<file path="src/rtl/fpu_add_issuer.sv">
// Caller-side issuer for the FP adder controller: queues operand pairs and runs the level handshake.
// Optional watchdog in WAIT_RESP is enabled by defining FPU_ADD_ISSUER_TIMEOUT_EN.
module fpu_add_issuer #(
  parameter int DEPTH          = 4,
  parameter int TIMEOUT_CYCLES = 64
) (
  input  logic        CLK,
  input  logic        RST,
  input  logic        Op_valid,
  output logic        Op_ready,
  input  logic [31:0] Op_a,
  input  logic [31:0] Op_b,
  input  logic [2:0]  Op_mode,
  output logic        Res_valid,
  input  logic        Res_ready,
  output logic [31:0] Res_data,
  output logic [2:0]  Res_exc,
  output logic        Res_timeout,
  output logic [31:0] Datain1,
  output logic [31:0] Datain2,
  output logic        Data_valid,
  output logic [2:0]  Mode,
  output logic [4:0]  Debug,
  input  logic [31:0] Dataout,
  input  logic        Dataout_valid,
  input  logic [2:0]  Exc,
  output logic        Busy,
  output logic [15:0] Issue_count
);

  localparam int AW = (DEPTH > 1) ? $clog2(DEPTH) : 1;
  localparam logic [AW:0] FULL_CNT = (AW+1)'(DEPTH);

  if (DEPTH < 2 || (DEPTH & (DEPTH - 1)) != 0 || TIMEOUT_CYCLES < 1) begin : g_param_check
    $error("fpu_add_issuer: DEPTH must be a power of 2 >= 2 and TIMEOUT_CYCLES >= 1");
  end

  typedef enum logic [1:0] {IDLE, WAIT_RESP, DRAIN} state_t;

  state_t          state_q, state_d;
  logic [31:0]     mem_a_q [DEPTH];
  logic [31:0]     mem_a_d [DEPTH];
  logic [31:0]     mem_b_q [DEPTH];
  logic [31:0]     mem_b_d [DEPTH];
  logic [2:0]      mem_m_q [DEPTH];
  logic [2:0]      mem_m_d [DEPTH];
  logic [AW-1:0]   wr_ptr_q, wr_ptr_d;
  logic [AW-1:0]   rd_ptr_q, rd_ptr_d;
  logic [AW:0]     count_q, count_d;
  logic            nonempty_q, nonempty_d;
  logic [31:0]     datain1_q, datain1_d;
  logic [31:0]     datain2_q, datain2_d;
  logic [2:0]      mode_q, mode_d;
  logic            data_valid_q, data_valid_d;
  logic            res_valid_q, res_valid_d;
  logic [31:0]     res_data_q, res_data_d;
  logic [2:0]      res_exc_q, res_exc_d;
  logic [15:0]     issue_cnt_q, issue_cnt_d;
  logic            full, push, issue;
`ifdef FPU_ADD_ISSUER_TIMEOUT_EN
  localparam int TW = $clog2(TIMEOUT_CYCLES + 1);
  logic [TW-1:0]   timer_q, timer_d;
  logic            res_timeout_q, res_timeout_d;
`endif

  // nonempty_q lags count_q by one cycle so a fresh entry is issued two edges after acceptance;
  // the lag never matters after a pop because the FSM spends at least two cycles outside IDLE.
  always_comb begin
    full       = (count_q == FULL_CNT);
    push       = Op_valid && !full;
    issue      = (state_q == IDLE) && nonempty_q && !Dataout_valid && !res_valid_q;
    nonempty_d = (count_q != '0);
    wr_ptr_d   = push  ? wr_ptr_q + AW'(1) : wr_ptr_q;
    rd_ptr_d   = issue ? rd_ptr_q + AW'(1) : rd_ptr_q;
    count_d    = count_q + (AW+1)'(push) - (AW+1)'(issue);
    mem_a_d    = mem_a_q;
    mem_b_d    = mem_b_q;
    mem_m_d    = mem_m_q;
    if (push) begin
      mem_a_d[wr_ptr_q] = Op_a;
      mem_b_d[wr_ptr_q] = Op_b;
      mem_m_d[wr_ptr_q] = Op_mode;
    end
  end

  always_comb begin
    state_d       = state_q;
    datain1_d     = datain1_q;
    datain2_d     = datain2_q;
    mode_d        = mode_q;
    data_valid_d  = data_valid_q;
    res_valid_d   = res_valid_q;
    res_data_d    = res_data_q;
    res_exc_d     = res_exc_q;
    issue_cnt_d   = issue_cnt_q;
`ifdef FPU_ADD_ISSUER_TIMEOUT_EN
    timer_d       = timer_q;
    res_timeout_d = res_timeout_q;
`endif
    if (res_valid_q && Res_ready) begin
      res_valid_d = 1'b0;
    end
    case (state_q)
      IDLE: begin
        if (issue) begin
          state_d      = WAIT_RESP;
          datain1_d    = mem_a_q[rd_ptr_q];
          datain2_d    = mem_b_q[rd_ptr_q];
          mode_d       = mem_m_q[rd_ptr_q];
          data_valid_d = 1'b1;
          issue_cnt_d  = issue_cnt_q + 16'd1;
`ifdef FPU_ADD_ISSUER_TIMEOUT_EN
          timer_d      = '0;
`endif
        end
      end
      WAIT_RESP: begin
        if (Dataout_valid) begin
          state_d       = DRAIN;
          data_valid_d  = 1'b0;
          res_valid_d   = 1'b1;
          res_data_d    = Dataout;
          res_exc_d     = Exc;
`ifdef FPU_ADD_ISSUER_TIMEOUT_EN
          res_timeout_d = 1'b0;
        end else if (timer_q == TW'(TIMEOUT_CYCLES - 1)) begin
          // Watchdog result is a quiet NaN; a late response pulse is absorbed in DRAIN.
          state_d       = DRAIN;
          data_valid_d  = 1'b0;
          res_valid_d   = 1'b1;
          res_data_d    = 32'h7FC00000;
          res_exc_d     = 3'b000;
          res_timeout_d = 1'b1;
        end else begin
          timer_d       = timer_q + TW'(1);
`endif
        end
      end
      DRAIN: begin
        if (!Dataout_valid) begin
          state_d = IDLE;
        end
      end
      default: state_d = IDLE;
    endcase
  end

  always_ff @(posedge CLK) begin
    if (RST) begin
      state_q       <= IDLE;
      wr_ptr_q      <= '0;
      rd_ptr_q      <= '0;
      count_q       <= '0;
      nonempty_q    <= 1'b0;
      datain1_q     <= '0;
      datain2_q     <= '0;
      mode_q        <= '0;
      data_valid_q  <= 1'b0;
      res_valid_q   <= 1'b0;
      res_data_q    <= '0;
      res_exc_q     <= '0;
      issue_cnt_q   <= '0;
`ifdef FPU_ADD_ISSUER_TIMEOUT_EN
      timer_q       <= '0;
      res_timeout_q <= 1'b0;
`endif
    end else begin
      state_q       <= state_d;
      wr_ptr_q      <= wr_ptr_d;
      rd_ptr_q      <= rd_ptr_d;
      count_q       <= count_d;
      nonempty_q    <= nonempty_d;
      datain1_q     <= datain1_d;
      datain2_q     <= datain2_d;
      mode_q        <= mode_d;
      data_valid_q  <= data_valid_d;
      res_valid_q   <= res_valid_d;
      res_data_q    <= res_data_d;
      res_exc_q     <= res_exc_d;
      issue_cnt_q   <= issue_cnt_d;
`ifdef FPU_ADD_ISSUER_TIMEOUT_EN
      timer_q       <= timer_d;
      res_timeout_q <= res_timeout_d;
`endif
    end
  end

  always_ff @(posedge CLK) begin
    mem_a_q <= mem_a_d;
    mem_b_q <= mem_b_d;
    mem_m_q <= mem_m_d;
  end

  assign Op_ready    = !full;
  assign Res_valid   = res_valid_q;
  assign Res_data    = res_data_q;
  assign Res_exc     = res_exc_q;
  assign Datain1     = datain1_q;
  assign Datain2     = datain2_q;
  assign Data_valid  = data_valid_q;
  assign Mode        = mode_q;
  assign Debug       = 5'b0;
  assign Busy        = (count_q != '0) || (state_q != IDLE);
  assign Issue_count = issue_cnt_q;
`ifdef FPU_ADD_ISSUER_TIMEOUT_EN
  assign Res_timeout = res_timeout_q;
`else
  assign Res_timeout = 1'b0;
`endif

endmodule

</file>
<file path="config.mk">
export PLATFORM = sky130hd
export DESIGN_NAME = fpu_add_issuer
export DESIGN_NICKNAME = d
export VERILOG_FILES = /design/src/rtl/fpu_add_issuer.sv
export SDC_FILE = /design/constraint.sdc
export NUM_CORES = 1
export LEC_CHECK = 0
export CAP_MARGIN = 15
export CORE_MARGIN = 5
export CORE_UTILIZATION = 55
export CTS_CLUSTER_DIAMETER = 200
export DETAILED_ROUTE_END_ITERATION = 10
export PLACE_DENSITY = 0.82
export SLEW_MARGIN = 5
export SYNTH_ARGS = -nofsm -noshare
export SYNTH_HDL_FRONTEND = slang
export SYNTH_SLANG_ARGS = --single-unit
</file>
<file path="constraint.sdc">
create_clock -name CLK -period 5.39 [get_ports CLK]
set_clock_uncertainty 0.05 [all_clocks]
set_input_delay 1.078 -clock CLK [delete_from_list [all_inputs] [get_ports CLK]]
set_output_delay 1.078 -clock CLK [all_outputs]
set_load 0.05 [all_outputs]
</file>
Word-level counts from Yosys, hierarchy flattened

Cells that the tools add are included.

Add/sub/neg operators: 5
$lt $le $gt $ge: 3
Equal/unequal tests: 6
Muxes and demuxes: 26
Bitwise operators: 2
Reductions and logical operators: 18

Operator list:

| kind                                               | number |
|---|---|
| bitwise mux 128 bit                                | 2 |
| two-way mux 32 bit                                 | 5 |
| binary-select mux 32 bit (select 2 bit)            | 2 |
| demux 32 bit (select 2 bit)                        | 1 |
| adder 16 x 1 -> 16 bit, second input constant      | 1 |
| bitwise mux 12 bit                                 | 1 |
| two-way mux 3 bit                                  | 3 |
| binary-select mux 3 bit (select 2 bit)             | 1 |
| demux 3 bit (select 2 bit)                         | 1 |
| >= comparator 3 bit, second input constant         | 2 |
| logical AND 1 bit                                  | 6 |
| two-way mux 2 bit                                  | 3 |
| != test 2 bit, second input constant               | 3 |
| inverter 2 -> 3 bit                                | 2 |
| case mux 2 bit (3 select lines)                    | 1 |
| AND reduction 3 bit                                | 2 |
| two-way mux 1 bit                                  | 5 |
| adder 2 x 1 -> 2 bit, second input constant        | 2 |
| AND reduction 2 bit                                | 2 |
| nonzero test 2 bit                                 | 2 |
| adder 3 x 1 -> 3 bit                               | 1 |
| equality test 3 bit, second input constant         | 1 |
| zero test 1 bit                                    | 3 |
| < comparator 3 x 1 -> 1 bit, second input constant | 1 |
| 7 further kinds                                    | 7 |

Bits in registers: 398
Input port bits: 107
Word-level logic and storage cells: 85

Depth between registers and ports, before layout

Gate-level depths: netlist (run 1).

Depth after elaboration: 6
Depth in mapped cells: 11
Mapped depth without buffers: 9

Worst setup path after synthesis (run 1)

OpenSTA, ideal clock, no wires.

Path type: input -> register
Start point: input port Op_valid
End point: register mem_a_q[0] (netlist name) (enable)
Library setup time: 0.432 ns
Arrival time: 3.160 ns
Setup slack: 1.748 ns
Cell stages on the path: 2
Buffers on the path: 0
Cells stage by stage: a21boi_1 and2_1

Word-level cells in the longest chain between the ends: 1

Ends and longest elaborated chain:

| element              | line | source |
|---|---|---|
| start, declared      | 9    | `input logic Op_valid,` |
| logical AND 1 bit    | 70   | `push = Op_valid && !full;` |
| end signal, assigned | 189  | `mem_a_q <= mem_a_d;` |
| end, declared        | 41   | `logic [31:0] mem_a_q [DEPTH];` |

Every way passes these cells.
A chain may end at the register's enable or synchronous reset.

Final worst setup path (run 1)

Start point: input port Dataout_valid
End point: register count_q[2]

Word-level cells in the longest chain between the ends: 4

Ends and longest elaborated chain:

| element                         | line | source |
|---|---|---|
| start, declared                 | 25   | `input logic Dataout_valid,` |
| zero test 1 bit                 | --   |  |
| logical AND 1 bit (2 in series) | 71   | `issue = (state_q == IDLE) && nonempty_q && !Dataout_valid && !res_valid_q;` |
| subtractor 3 x 1 -> 3 bit       | 75   | `count_d = count_q + (AW+1)'(push) - (AW+1)'(issue);` |
| end signal, assigned            | 171  | `count_q <= count_d;` |
| end, declared                   | 49   | `logic [AW:0] count_q, count_d;` |

Every way passes these cells.

==> results.toml, run 1 <==
[cts]
cts_resized = 0
clock_path_buffers = 3
numCtsBuffers = 39
cts_sinks = 398
clock-root-buffer = "clkbuf_16"
cts_tree = "done"
cts.hold.buffers_added = 0
clkTransAtPathRegs_ns = 0.05
worst_skew_pair.late_latency_ns = 0.51
htreeDepth = 2
postCtsSetupBuffers = 0

[setup_path]
cp_data_arrival_time_ns = 3.64
crit_chain = "clkdlybuf4s50_1 > or2_4 > buf_4 > nor2_1 > fa_1 > xor2_1 > xnor2_1 > nor2_1"
crit_path_start_kind = "input port"
slowest_delay_ns = 0.71
crit_required_ns = 5.70
critPathKind = "input port to flop"
endpoint_kind = "flop"
crit_top_cell = "nor2_1"
crit_fanout = 38
cpMaxStageDelayCell = "clkdlybuf4s50_1"

[die]
die_area_sq_um = 29600
die_w_um = 172
rows = 59
coreArea_sq_um = 25900
die_h_um = 172
ios = 235
start_util_pct = 55.7

[flow_run]
cap_viol_max_count = 0

[drt]
drtIter0Drc = 493
drc = 0
antenna_left = 0
dr_wl_met3_mm = 2.46
vias_per_cell = 5.47
top_layer_used = "met5"
wl_per_cell_um = 19.9
finalWirelength_mm = 30.5
dr_wl_met2_mm = 15.4
firstDrtPassIters = 5
wl_met1_mm = 12.2
vias = 8363

[status]
outcome = "complete, no violations"

[grt]
grt_pass1_wl_mm = 46.3
grt_max_degree = 76
grt_pass1_vias = 8495
grt_use_total_pct = 20.2
overflow = 0
antenna_found_initial = 3

[placed_design]
place_ws_ns = 1.52
io_buffers = 228
post-dp-hpwl_mm = 19.0
gp_congestion = 0.750

[yosys]
synth-seq-area-share_pct = 73.8
syn_area_sq_um = 14400
ys_seq_elements = 398
synth_cell_types = 36
syn_area_per_cell_sq_um = 15.3
yosysWarnings = 0
synth-edff-count = 268
synthCells = 946
async_reset_ff_share_pct = 0
ys.flop_type = "edfxtp_1"

[sta]
holdWs_ns = 0.401
finalHoldViolations = 0
rsz0062_at_grt = "false"
timing.fmax_mhz = 300
worst_slack_ns = 2.05
setup_viol = 0
drv_slew = 0
tns_ns = 0
slew_headroom_pct = 29.1
tightest_slew_ns = 1.06
post-route-min-period_ns = 3.34
period_share_pct = 61.9

[power]
p_sw_share_pct = 27.0
p_int_w = 0.00567
p_seq_share_pct = 48.6
power_density_nw_per_um2 = 428
p_leak_nw = 5.79
power_frac_clock_pct = 32.7
peakVddDrop_v = 0.000268
power_switching_w = 0.00210
pwr-share-comb_pct = 18.6
fin_total_pwr_w = 0.00777

[hold_path]
hold_class = "flop to flop"

[cells_and_area]
area_delta_synth_final_pct = 25.9
drive_above_1_share_pct = 11.5
antenna_cells = 0
nets = 1280
multi_input_area_sq_um = 3550
final_util_pct = 70.1
fill_cells = 1725
regArea_sq_um = 10700
## per-layer routing
metal	GRT usage (%)	vias up
met5	0	-
met4	4.61	6
met3	4.62	42
met2	35.4	314
met1	26.0	4100
li1	-	3901
## synthesized netlist by cell type (all sizes together), types with 2 or more instances
master | number | area (sq um)
and4 | 2 | 17.5
mux4 | 67 | 1510
o21ai | 5 | 25.0
dfxtp | 130 | 2600
nor3b | 3 | 22.5
nand3b | 2 | 15.0
a21oi | 111 | 556
and2 | 4 | 25.0
inv | 4 | 15.0
nor4 | 4 | 25.0
edfxtp | 268 | 8050
buf | 18 | 97.6
ha | 6 | 75.1
nor3 | 4 | 20.0
nor2 | 21 | 81.3
nand2 | 212 | 796
nand3 | 6 | 30.0
xnor2 | 16 | 140
or3 | 7 | 53.8
clkbuf | 42 | 158
nand4 | 3 | 18.8
## state kept, by name, indices dropped and copies added, names as in the netlist, 3 cells and up
| signal | cells |
|---|---|
| mem_m_q | 12 |
| count_q | 3 |
| Res_exc | 3 |
| Res_data | 32 |
| Mode | 3 |
| mem_b_q | 128 |
| Issue_count | 16 |
| mem_a_q | 128 |
| Datain1 | 32 |
| Datain2 | 32 |
## power by group through the flow
stage          Sequential, W  Combinational, W  Clock (W)
6_report             0.00378           0.00145    0.00255
4_1_cts              0.00379           0.00147    0.00260
3_5_place_dp         0.00385           0.00146          0
2_1_floorplan        0.00407          0.000727          0
5_1_grt              0.00381           0.00155    0.00274
3_3_place_gp         0.00383           0.00145          0
## layout make-up
class / count / area share, %
Clock inverter: 10 / 0.392
Clock buffer: 60 / 6.22
Sequential cell: 398 / 58.6
Inverter: 4 / 0.0826
Timing Repair Buffer: 234 / 12.8
Multi-Input combinational cell: 489 / 19.5
Tap cell: 335 / 2.31
## kinds of logic (layout without fill, tap and decap cells)
logic type,after synthesis,after routing,share of synthesized area (%)
flip-flops,398,398,73.8
AND/OR/NAND/NOR,274,274,8.00
AO/OA/AOI/OAI,117,117,4.08
multiplexers,68,68,10.5
buffers and inverters,64,308,1.87
XOR/XNOR,17,17,1.03
adder cells (fa/ha/maj),7,7,0.659
other,1,6,0.0260
## critical path, delay by kind of cell
kind	cells	cell delay [ns]
XOR/XNOR	2	0.32
adder cells (fa/ha/maj)	1	0.43
buffers and inverters	2	1.16
AND/OR/NAND/NOR	3	0.65
## cells in the final DEF (no fill, tap or decap), drive strengths merged, types with 5 or more instances in the layout
cell,instances
conb,6
or3,7
clkbuf,60
nor2,21
nand2,212
o21ai,5
mux4,67
nand3,6
clkdlybuf4s50,227
xnor2,16
clkinv,9
a21oi,111
dfxtp,130
ha,6
buf,7
edfxtp,268
## metrics by stage
stage          area [sq um]  std cells
4_1_cts               18200       1530
5_1_grt               18200       1530
2_1_floorplan         14400        951
3_3_place_gp          17000       1459
6_report              18200       1530
3_5_place_dp          17000       1460
## final timing paths
path                                    start           end  slack [ns]  cells after the start
worst max-delay path            Dataout_valid    count_q[2]        2.05                      8
worst min-delay path             Res_data[24]  Res_data[24]        0.40                      2
worst max register to register     state_q[1]    count_q[2]        2.60                      9
worst min register to register   Res_data[24]  Res_data[24]        0.40                      2
(Power assumes the default switching activity.)
==> run 2, diff against run 1 <==
--- a/config.mk
+++ b/config.mk
@@ -7,10 +7,10 @@
 export LEC_CHECK = 0
 export CAP_MARGIN = 15
 export CORE_MARGIN = 5
-export CORE_UTILIZATION = 55
+export CORE_UTILIZATION = 48
 export CTS_CLUSTER_DIAMETER = 200
 export DETAILED_ROUTE_END_ITERATION = 10
-export PLACE_DENSITY = 0.82
+export PLACE_DENSITY = 0.76
 export SLEW_MARGIN = 5
 export SYNTH_ARGS = -nofsm -noshare
 export SYNTH_HDL_FRONTEND = slang
==> constraint.sdc (replaced) <==
create_clock -name CLK -period 2.9 [get_ports CLK]
set_clock_uncertainty 0.05 [all_clocks]
set_input_delay 0.58 -clock CLK [delete_from_list [all_inputs] [get_ports CLK]]
set_output_delay 0.58 -clock CLK [all_outputs]
set_load 0.05 [all_outputs]
==> run 2 against run 1 <==
Against the previous run:
- setup slack lost 1.8 ns
- sequential power grew 84%
- clock power grew 110%
- non-clock buffer count grew 20
- final cell count grew 5.3%
- die area grew 14%
- sequential share of layout area shrank 1.5 points
- flip-flop and latch count is the same
- critical path type is now flop to output port
- largest cell class unchanged
- highest routed layer unchanged
==> results.toml, run 2 (synthesized netlist as in run 1, its figures left out) <==
[cells_and_area]
nets = 1302
fill_cells = 2164
fin_cells = 1611
top_regs = "mem_a_q: 128 flops, mem_b_q: 128 flops"
final_util_pct = 62.9
area_delta_synth_final_pct = 29.3
final_common_cell = "edfxtp_1"
antenna_cells = 0
drive_above_1_share_pct = 14.1
final_cell_mix = "edfxtp_1 (268), clkdlybuf4s50_1 (227), nand2_1 (212)"

[setup_path]
crit_path_start_kind = "flop"
crit_fanout = 4
critPathKind = "flop to output port"
worstRegToRegCells = 9
cp_data_arrival_time_ns = 2.00
crit_required_ns = 2.27
r2r-start = "state_q[1]"
crit_path_end = "Busy"
r2r_end = "count_q[2]"
endpoint_kind = "output port"
r2r_slack_ns = 0.41
startpoint = "count_q[1]"

[die]
die_h_um = 183
die_w_um = 183
ios = 235
start_util_pct = 48.7
coreArea_sq_um = 29600
die_area_sq_um = 33600
rows = 63

[sta]
timing.fmax_mhz = 380
post-route-min-period_ns = 2.63
holdWs_ns = 0.402
drv_slew = 0
rsz0062_at_grt = "false"
finalHoldViolations = 0
tightest_slew_ns = 0.881
setup_viol = 0
slew_headroom_pct = 41.3
period_share_pct = 90.8
tns_ns = 0

[grt]
grt_use_total_pct = 18.4
grt_pass1_vias = 8789
antenna_found_initial = 4
grt_max_degree = 71
grt_pass1_wl_mm = 48.5
overflow = 0

[cts]
cts_sinks = 398
clock_path_buffers = 3
clkTransAtPathRegs_ns = 0.06
cts_tree = "done"
postCtsSetupBuffers = 0
clock-root-buffer = "clkbuf_16"
numCtsBuffers = 41
cts_resized = 0
htreeDepth = 2
cts.hold.buffers_added = 0
worst_skew_pair.late_latency_ns = 0.52

[power]
peakVddDrop_v = 0.000591
power_frac_clock_pct = 35.0
p_int_w = 0.0111
pwr-share-comb_pct = 18.9
p_sw_share_pct = 26.7
fin_total_pwr_w = 0.0151
power_switching_w = 0.00403
p_leak_nw = 6.02
p_seq_share_pct = 46.1
power_density_nw_per_um2 = 809

[drt]
vias_per_cell = 5.24
wl_met1_mm = 12.9
wl_per_cell_um = 19.4
vias = 8436
firstDrtPassIters = 5
top_layer_used = "met5"
finalWirelength_mm = 31.3
drc = 0
drtIter0Drc = 490
dr_wl_met2_mm = 15.3
antenna_left = 0
dr_wl_met3_mm = 2.36

[placed_design]
placedCellCount = 1535
post-dp-hpwl_mm = 19.7
gp_congestion = 0.864
io_buffers = 228

[hold_path]
min-delay-start = "Data_valid"
hold_class = "flop to flop"

[status]
outcome = "complete, no violations"

[flow_run]
cap_viol_max_count = 0
## run 2: cell types whose count changed in the layout (fill, tap and decap cells not counted)
| cell | previous run | this run |
|---|---|---|
| clkbuf_16 | 41 | 44 |
| clkbuf_1 | 15 | 9 |
| buf_8 | 1 | 0 |
| clkinv_1 | 3 | 2 |
| dfxtp_1 | 128 | 127 |
| inv_6 | 0 | 2 |
| dfxtp_2 | 0 | 1 |
| inv_4 | 0 | 1 |
| clkinv_2 | 6 | 10 |
| buf_4 | 6 | 20 |
| buf_12 | 0 | 7 |
| bufinv_16 | 1 | 4 |
## run 2: metal layers
layer,vias up,track usage (%)
li1,3953,-
met1,4117,23.7
met5,-,0
met4,8,4.74
met2,297,31.3
met3,61,4.78
## run 2: layout make-up
| class | count | area, sq um | area share [%] |
|---|---|---|---|
| Inverter | 4 | 15.0 | 0.0805 |
| Clock buffer | 57 | 1180 | 6.34 |
| Clock inverter | 19 | 201 | 1.08 |
| Tap cell | 390 | 488 | 2.62 |
| Multi-Input combinational cell | 489 | 3550 | 19.0 |
| Timing Repair Buffer | 254 | 2560 | 13.7 |
| Sequential cell | 398 | 10700 | 57.1 |
## run 2: worst min path at each step
stage / endpoint / slack, ns / cells past startpoint
after floorplan: nonempty_q / 0.44 / 2
after global placement: Res_data[30] / 0.39 / 2
after detailed placement: Datain2[13] / 0.40 / 2
after CTS: Res_data[28] / 0.40 / 2
after global routing: Datain2[13] / 0.42 / 2
final: Data_valid / 0.40 / 2
## run 2: metrics by stage
step	worst slack (ns)	cell area (sq um)
after floorplan	0.0974	14500
after global routing	0.144	18700
after global placement	0.331	17300
after CTS	0.220	18700
final	0.266	18700
after detailed placement	0.258	17300
## run 2: power by group through the flow
stage          clock network, W  registers [W]  logic (W)
3_5_place_dp                  0        0.00709    0.00288
4_1_cts                 0.00541        0.00698    0.00290
6_report                0.00529        0.00697    0.00285
2_1_floorplan                 0        0.00754    0.00135
3_3_place_gp                  0        0.00705    0.00285
5_1_grt                 0.00567        0.00703    0.00306
## run 2: worst max-delay path: stages (launching register included)
cell             delay (ns)
dfxtp_1                0.36
nor3_1                 0.27
nand2_1                0.13
clkdlybuf4s50_1        0.73
